<file path="config.mk">
export PLATFORM = sky130hd
export DESIGN_NAME = kem_seq_ctrl
export DESIGN_NICKNAME = d
export VERILOG_FILES = /design/src/rtl/kem_seq_ctrl.sv
export SDC_FILE = /design/constraint.sdc
export NUM_CORES = 1
export LEC_CHECK = 0
export ABC_AREA = 1
export ABC_CLOCK_PERIOD_IN_PS = 2900
export CORE_MARGIN = 10
export CORE_UTILIZATION = 40
export CTS_BUF_LIST = sky130_fd_sc_hd__clkbuf_16
export CTS_CLUSTER_SIZE = 10
export DETAILED_ROUTE_END_ITERATION = 8
export GPL_ROUTABILITY_DRIVEN = 0
export GPL_TIMING_DRIVEN = 0
export MAX_ROUTING_LAYER = met4
export REMOVE_ABC_BUFFERS = 1
export SYNTH_ARGS = -nofsm -noshare
export SYNTH_HDL_FRONTEND = slang
export SYNTH_SLANG_ARGS = --single-unit
</file>
<file path="constraint.sdc">
create_clock -name clk_i -period 2.9 [get_ports clk_i]
set_clock_uncertainty 0.05 [all_clocks]
set_input_delay 0.725 -clock clk_i [delete_from_list [all_inputs] [get_ports clk_i]]
set_output_delay 0.725 -clock clk_i [all_outputs]
set_load 0.05 [all_outputs]
</file>
<file path="src/rtl/kem_seq_ctrl.sv">
// kem_seq_ctrl: top-level ML-KEM sequencer.
// Takes a start request with a one-hot mode (keygen/encap/decap) and walks the
// shared engines (TRNG, hashG, sampleA, sampleCBD_2k, NTT) in a fixed order.
// For each run it issues a one-cycle start pulse and then waits for that
// engine's done. A watchdog bounds every wait.
// Ports:
//   clk_i, rst_i     clock; asynchronous active-high reset
//   start_i, mode_i  start request and one-hot mode {keygen, encap, decap}
//   abort_i          abandon the current operation and return to IDLE
//   mod_done_i       per-engine done {trng, sampleA, sampleCBD_2k, ntt, hashG}
//   mod_start_o      one-hot start pulse, same bit order as mod_done_i
//   ntt_mode_o       NTT sub-mode (NTT_a=0, NTT_b=1, PWM=2)
//   idx_i_o/idx_j_o  row / column index of the current run
//   busy_o, done_o, err_o  status; done_o and err_o are one-cycle pulses
module kem_seq_ctrl #(
  parameter int K       = 2,
  parameter int TIMEOUT = 4096,
  parameter int TO_W    = 13,
  localparam int IW     = (K > 1) ? $clog2(K) : 1
) (
  input  logic          clk_i,
  input  logic          rst_i,
  input  logic          start_i,
  input  logic [2:0]    mode_i,
  input  logic          abort_i,
  input  logic [4:0]    mod_done_i,
  output logic [4:0]    mod_start_o,
  output logic [2:0]    ntt_mode_o,
  output logic [IW-1:0] idx_i_o,
  output logic [IW-1:0] idx_j_o,
  output logic          busy_o,
  output logic          done_o,
  output logic          err_o
);

  localparam logic [4:0] M_TRNG  = 5'b10000;
  localparam logic [4:0] M_SMPA  = 5'b01000;
  localparam logic [4:0] M_CBD   = 5'b00100;
  localparam logic [4:0] M_NTT   = 5'b00010;
  localparam logic [4:0] M_HASHG = 5'b00001;

  localparam logic [2:0] MODE_KEYGEN = 3'b100;
  localparam logic [2:0] MODE_ENCAP  = 3'b010;
  localparam logic [2:0] MODE_DECAP  = 3'b001;

  // NTT_b (1) is reserved for inverse transforms and is never issued here.
  localparam logic [2:0] NTT_A   = 3'd0;
  localparam logic [2:0] NTT_PWM = 3'd2;

  typedef enum logic [2:0] {S_IDLE, S_ISSUE, S_WAIT, S_DONE, S_ERR} state_t;
  typedef enum logic [2:0] {ST_TRNG, ST_HASHG, ST_SMPA, ST_CBD, ST_NTT, ST_PWM} step_t;

  state_t          state_q, state_d;
  step_t           step_q, step_d;
  logic [2:0]      mode_q, mode_d;
  logic [IW-1:0]   i_q, i_d, j_q, j_d;
  logic [TO_W-1:0] wdog_q, wdog_d;

  logic [4:0] mod_bit;
  logic       mod_done, last_i, last_j, ntt_last_j, mode_ok;

  always_ff @(posedge clk_i or posedge rst_i) begin
    if (rst_i) begin
      state_q <= S_IDLE;
      step_q  <= ST_TRNG;
      mode_q  <= '0;
      i_q     <= '0;
      j_q     <= '0;
      wdog_q  <= '0;
    end else begin
      state_q <= state_d;
      step_q  <= step_d;
      mode_q  <= mode_d;
      i_q     <= i_d;
      j_q     <= j_d;
      wdog_q  <= wdog_d;
    end
  end

  always_comb begin
    mod_bit = '0;
    case (step_q)
      ST_TRNG:        mod_bit = M_TRNG;
      ST_HASHG:       mod_bit = M_HASHG;
      ST_SMPA:        mod_bit = M_SMPA;
      ST_CBD:         mod_bit = M_CBD;
      ST_NTT, ST_PWM: mod_bit = M_NTT;
      default:        mod_bit = '0;
    endcase
  end

  always_comb begin
    state_d = state_q;
    step_d  = step_q;
    mode_d  = mode_q;
    i_d     = i_q;
    j_d     = j_q;
    wdog_d  = wdog_q;

    // Only the active engine's done bit counts; stray bits are masked off.
    mod_done = |(mod_done_i & mod_bit);
    last_i   = (i_q == IW'(K - 1));
    last_j   = (j_q == IW'(K - 1));
    // keygen transforms 2K polynomials (j = 0,1); encap/decap only K (j = 0).
    ntt_last_j = (mode_q == MODE_KEYGEN) ? (j_q == IW'(1)) : 1'b1;
    mode_ok  = (mode_i == MODE_KEYGEN) || (mode_i == MODE_ENCAP) ||
               (mode_i == MODE_DECAP);

    case (state_q)
      S_IDLE: begin
        if (start_i) begin
          if (mode_ok) begin
            mode_d  = mode_i;
            step_d  = (mode_i == MODE_DECAP) ? ST_HASHG : ST_TRNG;
            state_d = S_ISSUE;
          end else begin
            state_d = S_ERR;
          end
        end
      end
      S_ISSUE: begin
        wdog_d  = '0;
        state_d = S_WAIT;
      end
      S_WAIT: begin
        if (mod_done) begin
          state_d = S_ISSUE;
          case (step_q)
            ST_TRNG:  step_d = ST_HASHG;
            ST_HASHG: step_d = ST_SMPA;
            ST_CBD:   step_d = ST_NTT;
            // Matrix walks: j inner, i outer.
            ST_SMPA, ST_PWM: begin
              if (last_j) begin
                j_d = '0;
                if (last_i) begin
                  i_d = '0;
                  if (step_q == ST_SMPA) step_d = ST_CBD;
                  else                   state_d = S_DONE;
                end else begin
                  i_d = i_q + IW'(1);
                end
              end else begin
                j_d = j_q + IW'(1);
              end
            end
            // NTT run n: i = n mod K (inner), j = n div K (outer).
            ST_NTT: begin
              if (last_i) begin
                i_d = '0;
                if (ntt_last_j) begin
                  j_d    = '0;
                  step_d = ST_PWM;
                end else begin
                  j_d = j_q + IW'(1);
                end
              end else begin
                i_d = i_q + IW'(1);
              end
            end
            default: state_d = S_ERR;
          endcase
        end else if (wdog_q == TO_W'(TIMEOUT - 1)) begin
          // This is the TIMEOUT-th WAIT cycle without a done.
          state_d = S_ERR;
        end else begin
          wdog_d = wdog_q + TO_W'(1);
        end
      end
      S_DONE:  state_d = S_IDLE;
      S_ERR:   state_d = S_IDLE;
      default: state_d = S_IDLE;
    endcase

    if (abort_i && (state_q != S_IDLE)) state_d = S_IDLE;

    // Leave the run bookkeeping clean whenever the sequence ends.
    if (state_d inside {S_IDLE, S_DONE, S_ERR}) begin
      step_d = ST_TRNG;
      i_d    = '0;
      j_d    = '0;
      wdog_d = '0;
    end
  end

  logic active;
  assign active      = (state_q == S_ISSUE) || (state_q == S_WAIT);
  assign busy_o      = (state_q != S_IDLE);
  assign mod_start_o = (state_q == S_ISSUE) ? mod_bit : 5'b0;
  assign ntt_mode_o  = (active && step_q == ST_PWM) ? NTT_PWM : NTT_A;
  assign idx_i_o     = i_q;
  assign idx_j_o     = j_q;
  assign done_o      = (state_q == S_DONE);
  assign err_o       = (state_q == S_ERR);

endmodule

</file>
==> results of run 1 <==
## synth_stat cells (all sizes together)
library cell,number,area [um^2]
nand2,70,285
nand3,34,190
inv,30,113
nor2,28,146
dfrtp,24,601
o21ai,15,78.8
xor2,8,70.1
nand4,7,43.8
buf,5,36.3
nor3,5,36.3
a21oi,3,15.0
nor3b,3,22.5
nor4,2,12.5
a211oi,1,7.51
a22oi,1,7.51
conb,1,3.75
ha,1,12.5
nand3b,1,7.51
## metal layers
metal	wire length [um]	GRT usage	vias up
met5	0	-	-
met4	44	0.0314	0
met3	226	0.0229	4
met2	1600	0.157	40
met1	2100	0.157	683
li1	-	-	817
## report_power, final
part / internal [uW] / switching (uW)
Clock: 184 / 119
Combinational: 54.9 / 117
Sequential: 352 / 14.3
## sequential cells by signal, summed over array words and instances, names as in the netlist
register	count
step_q	3
idx_j_o	1
idx_i_o	1
wdog_q	13
state_q	3
mode_q	3
## repair_timing
item | CTS | global route
cloned | 0 | 0
setup endpoints to repair | 2 | 3
resized for setup | 4 | 3
## stage by stage
stage               setup WS, ns  setup TNS, ns
floorplan                -0.0494        -0.0494
detailed placement       -0.0114        -0.0114
global placement        -0.00493       -0.00493
finish                     0.112              0
CTS                      0.00110              0
global route              0.0236              0
## worst paths after layout
path | startpoint | to | cells after the start
worst max-delay path | state_q[2]$_DFF_PP0_ | mod_start_o[2] | 4
worst min-delay path | mode_q[2]$_DFFE_PP0P_ | mode_q[2]$_DFFE_PP0P_ | 2
worst max register to register | step_q[0]$_DFFE_PP0P_ | wdog_q[12]$_DFFE_PP0P_ | 13
worst min register to register | mode_q[2]$_DFFE_PP0P_ | mode_q[2]$_DFFE_PP0P_ | 2
max in group asynchronous | rst_i | step_q[2]$_DFFE_PP0P_ | 2
min in group asynchronous | rst_i | wdog_q[6]$_DFFE_PP0P_ | 2
## worst max-delay path, cell delays in order (launching register included)
cell and delay [ns]:
dfrtp_1 0.45, nor3_1 0.20, inv_1 0.17, nor2_1 0.13, clkdlybuf4s50_1 0.82
## layout make-up
class                   count  share of cell area
multi-input cells         181               0.466
flip-flops and latches     24               0.296
repair buffers             22               0.112
inverters                  30              0.0556
clock buffers               3              0.0371
well taps                  50              0.0309
clock inverters             1             0.00185
## cell families (layout without fill, tap and decap cells)
logic type / count (synthesis) / count (layout) / share of synthesized area
simple gates: 150 / 150 / 0.441
buf+inv: 35 / 56 / 0.0881
flops: 24 / 24 / 0.356
compound gates: 20 / 20 / 0.0644
xor+xnor: 8 / 8 / 0.0415
fa+ha+maj: 1 / 1 / 0.00741
other cells: 1 / 2 / 0.00222
==> flow_summary.ini, run 1 <==
[run_status]
status = completed

[critical_path]
start_kind = register
crit_arrival_ns = 2.01
required_ns = 2.12
path_max_fanout = 7
critPathCaptureType = output port
ff2ff_setup_slack_ns = 0.67
path_class = register to output port

[drt]
dr.pass1.iters = 5
vias_per_cell = 4.96
vias = 1544
drt-total-wl_mm = 3.97
post_drt_wl_per_cell_um = 12.8
drtAntennaViolNets = 0
drc = 0
drtIter0Drc = 93

[synthesis]
synth_seq_cells = 24
synthDistinctLibCells = 30
avgSynthCellArea_um2 = 7.07
syn_area_um2 = 1690
yosysSeqAreaShare = 0.356
synthCells = 239
synth-warning-count = 0

[timing]
worst_pin_slew_ns = 0.925
holdWs_ns = 0.433
post-route-min-period_ns = 2.79
rsz0062_at_grt = false
max_freq_mhz = 359
period_share = 0.961
hold_viol_final = 0
maxSlewViolCount = 0
setup_viol = 0
slew_headroom = 0.383

[global_route]
antenna_found_initial = 0
grt_pass1_vias = 1472
overflow = 0
grt_max_degree = 25
grt_usage = 0.112
grt_pass1_wl_mm = 6.76

[place]
dpl.cell_count = 307
place_area_um2 = 1940
hpwl_mm = 2.98
io_buffer_count = 22

[layout]
multi_input_area_um2 = 943
mostFrequentLayoutCells = nand2_1 (65), nand3_1 (30), inv_1 (26)
fillCellCount = 403
fin_area_um2 = 2030
drive_gt1_frac = 0.0920
nNetsFinal = 275
seq_area_um2 = 601
instances_no_fill = 311
area_growth_pct = 19.9
num_antenna_cells = 0
final_common_cell = nand2_1
fin_util = 0.499

[pwr]
power_uw = 841
p_leak_uw = 0.00104
peakVddDrop_mv = 0.181
p_per_area_nw_per_um2 = 415

[die]
rows = 23
core_um2 = 4060
die_width_um = 85.0
fp.dieArea_um2 = 7220
pin_count = 25
initial_core_util = 0.416
die_height_um = 85.0

[clocking]
cts_tree = built
clk_latency_ns = 0.26
clk_transition_reported_paths_ns = 0.06
clock-sinks = 24
clockRootBuffer = clkbuf_16
cts-htree-levels = 1
ctsHoldBuffers = 0
post-cts-setup-buffer-count = 0
cts.path.max_buffers = 2
cts_buffers = 3

[min_path]
hold_class = register to register

[job]
max_cap_viol_count = 0
(Power assumes the default switching activity.)
==> inputs of run 2 (changes only) <==
Settings changed: DONT_BUFFER_PORTS set to 1, SETUP_SLACK_MARGIN set to 0.15.
==> run 2 against run 1 <==
  * Clock-buffer cell count stayed put
  * Cell area down 8.8%
  * Critical path depth is 1 higher
  * Sequential share of layout area is 2.9 points higher
  * Clock power up 33%
  * Utilization shrank 4.4 points
==> flow_summary.ini, run 2 (synthesis results as in run 1) <==
[run_status]
status = completed

[pwr]
peakVddDrop_mv = 0.182
p_per_area_nw_per_um2 = 495
p_leak_uw = 0.000915

[clocking]
clock-sinks = 24
cts-htree-levels = 1
cts_tree = built
clk_transition_reported_paths_ns = 0.07
clk_latency_ns = 0.26
ctsHoldBuffers = 0
cts_buffers = 3
post-cts-setup-buffer-count = 0
clockRootBuffer = clkbuf_16
cts.path.max_buffers = 2

[die]
core_um2 = 4060
initial_core_util = 0.416
pin_count = 25
die_height_um = 85.0
fp.dieArea_um2 = 7220
rows = 23
die_width_um = 85.0

[timing]
max_freq_mhz = 365
post-route-min-period_ns = 2.74
period_share = 0.944
slew_headroom = 0.365
hold_viol_final = 0
maxSlewViolCount = 0
rsz0062_at_grt = true
setup_viol = 0
worst_pin_slew_ns = 0.952

[critical_path]
start_kind = register
r2r-end = step_q[1]$_DFFE_PP0P_
reg2reg_depth = 11
path_max_fanout = 8
critPathCaptureType = output port
required_ns = 2.12
path_class = register to output port
ff2ff_setup_slack_ns = 0.61
crit_arrival_ns = 1.96
worstReg2RegStart = state_q[0]$_DFF_PP0_

[layout]
mostFrequentLayoutCells = nand2_1 (65), nand3_1 (30), inv_1 (26)
drive_gt1_frac = 0.113
largest_reg_flops = 13
fin_area_um2 = 1850
seq_area_um2 = 601
multi_input_area_um2 = 966
num_antenna_cells = 0
instances_no_fill = 289
regMostFlops = wdog_q
fillCellCount = 424
final_common_cell = nand2_1
nNetsFinal = 253
area_growth_pct = 9.33

[drt]
vias = 1507
drt-total-wl_mm = 3.88
dr.pass1.iters = 4
drtIter0Drc = 121
drc = 0
post_drt_wl_per_cell_um = 13.4
vias_per_cell = 5.21
drtAntennaViolNets = 0

[min_path]
whs_endpoint = mode_q[2]$_DFFE_PP0P_
min-delay-start = mode_q[2]$_DFFE_PP0P_
min_path_cells = 2
hold_class = register to register

[global_route]
antenna_found_initial = 0
grt_pass1_vias = 1433
grt_usage = 0.113
grt_pass1_wl_mm = 6.83
grt_max_degree = 25
overflow = 0

[place]
io_buffer_count = 0
dpl.cell_count = 285
place_area_um2 = 1730
hpwl_mm = 2.94

[job]
max_cap_viol_count = 0
-- run 2: cell type report --
cell class,instances,area share
inverters,30,0.0610
well taps,50,0.0339
multi-input cells,181,0.523
clock inverters,1,0.0163
clock buffers,3,0.0407
flip-flops and latches,24,0.325
-- run 2: what timing repair did --
action	4_1_cts	5_1_grt
resized for setup	2	0
endpoints found under the setup margin	2	2
pin swaps	0	0
-- run 2: how the worst max path moves through the flow --
| stage | endpoint | startpoint |
|---|---|---|
| final | mod_start_o[1] | step_q[0]$_DFFE_PP0P_ |
| after global routing | ntt_mode_o[1] | state_q[2]$_DFF_PP0_ |
| after CTS | ntt_mode_o[1] | state_q[2]$_DFF_PP0_ |
| after detailed placement | ntt_mode_o[1] | state_q[2]$_DFF_PP0_ |
| after global placement | mod_start_o[4] | state_q[2]$_DFF_PP0_ |
| after floorplan | mod_start_o[4] | state_q[2]$_DFF_PP0_ |
-- run 2: critical path: stages (launching register included) --
cell and delay (ns):
dfrtp_1 0.51, nor2_4 0.16, nand2_1 0.14, nand2_1 0.12, inv_1 0.06, nor2_1 0.70
-- run 2: power by group --
group          internal [uW]  switching (uW)
combinational           30.5             103
clock                    275             129
sequential               351            25.6
-- run 2: per-stage QoR --
stage	setup slack [ns]	hold slack, ns	power [uW]	util	TNS, ns
2_1_floorplan	-0.0494	0.395	489	-	-0.0494
3_3_place_gp	-0.218	0.419	515	0.424	-0.218
3_5_place_dp	0.195	0.423	516	0.426	0
4_1_cts	0.157	0.442	916	0.455	0
5_1_grt	0.0721	0.460	947	0.455	0
6_report	0.163	0.442	913	0.455	0
-- run 2: per-layer routing --
| layer | routed length, um | track usage |
|---|---|---|
| met2 | 1540 | 0.163 |
| met5 | 0 | - |
| met1 | 2090 | 0.155 |
| met3 | 204 | 0.0258 |
| met4 | 40 | 0.0269 |
==> inputs of run 3 (changes only) <==
Settings changed: CAP_MARGIN set to 15, CORE_MARGIN 10 to 8.
==> run 3 against run 2 <==
  * Largest cell class unchanged
  * Fmax grew 5.0%
  * Register-to-register slack gained 0.04 ns
  * Utilization rose by 0.51 points
  * Highest routed layer unchanged
  * Sequential share of layout area fell by 0.13 points
==> flow_summary.ini, run 3 (synthesis results as in run 1) <==
[drt]
post_drt_wl_per_cell_um = 13.4
dr.pass1.iters = 4
drtIter0Drc = 69
drc = 0
drtAntennaViolNets = 0
vias_per_cell = 5.10
vias = 1473
drt-total-wl_mm = 3.88

[critical_path]
cp_slowest_stage_delay_ns = 0.75
path_max_fanout = 8
crit_path_top_delay_cell = nor2_1
start_kind = register
crit_arrival_ns = 1.83
cp_cell_sequence = inv_2 > nand3_1 > nor2_1
critPathCaptureType = output port
required_ns = 2.12
path_class = register to output port

[clocking]
clock-sinks = 24
clk_latency_ns = 0.26
clk_transition_reported_paths_ns = 0.07
cts_buffers = 3
cts-htree-levels = 1
cts_tree = built
clockRootBuffer = clkbuf_16
cts.path.max_buffers = 2

[die]
initial_core_util = 0.419
die_height_um = 81.0
core_um2 = 4030
pin_count = 25
die_width_um = 81.0
fp.dieArea_um2 = 6560
rows = 23

[job]
max_cap_viol_count = 0

[min_path]
hold_class = register to register

[place]
pre_cts_ws_ns = 0.197
place_area_um2 = 1730
io_buffer_count = 0
hpwl_mm = 2.91

[pwr]
peakVddDrop_mv = 0.193
p_leak_uw = 0.000915
p_per_area_nw_per_um2 = 491

[timing]
period_share = 0.899
setup_viol = 0
slew_headroom = 0.376
maxSlewViolCount = 0
worst_pin_slew_ns = 0.935
hold_viol_final = 0
final.setup.worst_slack_ns = 0.293
rsz0062_at_grt = false
max_freq_mhz = 384
post-route-min-period_ns = 2.61

[layout]
final_common_cell = nand2_1
regMostFlops = wdog_q
area_growth_pct = 9.78
drive_gt1_frac = 0.117
largest_reg_flops = 13
nNetsFinal = 253
num_antenna_cells = 0
mostFrequentLayoutCells = nand2_1 (65), nand3_1 (30), inv_1 (26)
fin_util = 0.460
fin_area_um2 = 1850

[global_route]
grt_pass1_wl_mm = 6.64
grt_max_degree = 25
grt_usage = 0.131
antenna_found_initial = 0
grt_pass1_vias = 1399
overflow = 0

[run_status]
status = completed
==> run 3: cell counts in the layout (fill, tap and decap cells not counted) <==
Identical to the previous run, type by type.
==> run 3: power by group <==
part | internal [uW] | total [uW] | switching (uW)
sequential | 351 | 377 | 25.6
combinational | 30.5 | 132 | 101
clock | 275 | 402 | 128
==> run 3: critical path: cells and delay by family, from the launching register on <==
kind | cells | cell delay [ns]
AND/OR/NAND/NOR | 2 | 0.91
buffers and inverters | 1 | 0.14
flip-flops | 1 | 0.53
==> run 3: worst paths after layout <==
path	start	end	slack, ns	cells past startpoint
worst min register to register	mode_q[2]$_DFFE_PP0P_	mode_q[2]$_DFFE_PP0P_	0.43	2
min in group asynchronous	rst_i	mode_q[1]$_DFFE_PP0P_	0.51	1
worst min-delay path	mode_q[2]$_DFFE_PP0P_	mode_q[2]$_DFFE_PP0P_	0.43	2
max in group asynchronous	rst_i	state_q[0]$_DFF_PP0_	1.72	1
worst max-delay path	step_q[0]$_DFFE_PP0P_	mod_start_o[3]	0.29	3
worst max register to register	state_q[1]$_DFF_PP0_	step_q[0]$_DFFE_PP0P_	0.65	11
==> run 3: timing repair <==
item                       4_1_cts  5_1_grt
setup buffers                    0        0
gates resized for setup          2        2
pin swaps                        0        0
hold buffers                     0        0
setup endpoints to repair        2        2
hold endpoints to repair         0        0
==> run 3: final cells by class <==
| class | instances | area, um^2 |
|---|---|---|
| clock buffers | 3 | 75.1 |
| fillers | 438 | 2170 |
| flip-flops and latches | 24 | 601 |
| inverters | 30 | 113 |
| well taps | 50 | 62.6 |
| clock inverters | 1 | 30.0 |
| multi-input cells | 181 | 973 |
==> run 3: metal layers <==
layer / GRT usage / routed length (um)
met5: - / 0
met4: 0.0482 / 39
met3: 0.0287 / 211
met2: 0.196 / 1700
met1: 0.170 / 1920
==> run 3: per-stage QoR <==
step | total power (uW) | instances | hold slack, ns | setup TNS [ns]
final | 911 | 289 | 0.434 | 0
after global routing | 953 | 289 | 0.463 | 0
after detailed placement | 515 | 285 | 0.422 | 0
after floorplan | 489 | 235 | 0.395 | -0.0494
after CTS | 920 | 289 | 0.437 | 0
after global placement | 514 | 285 | 0.417 | -0.179
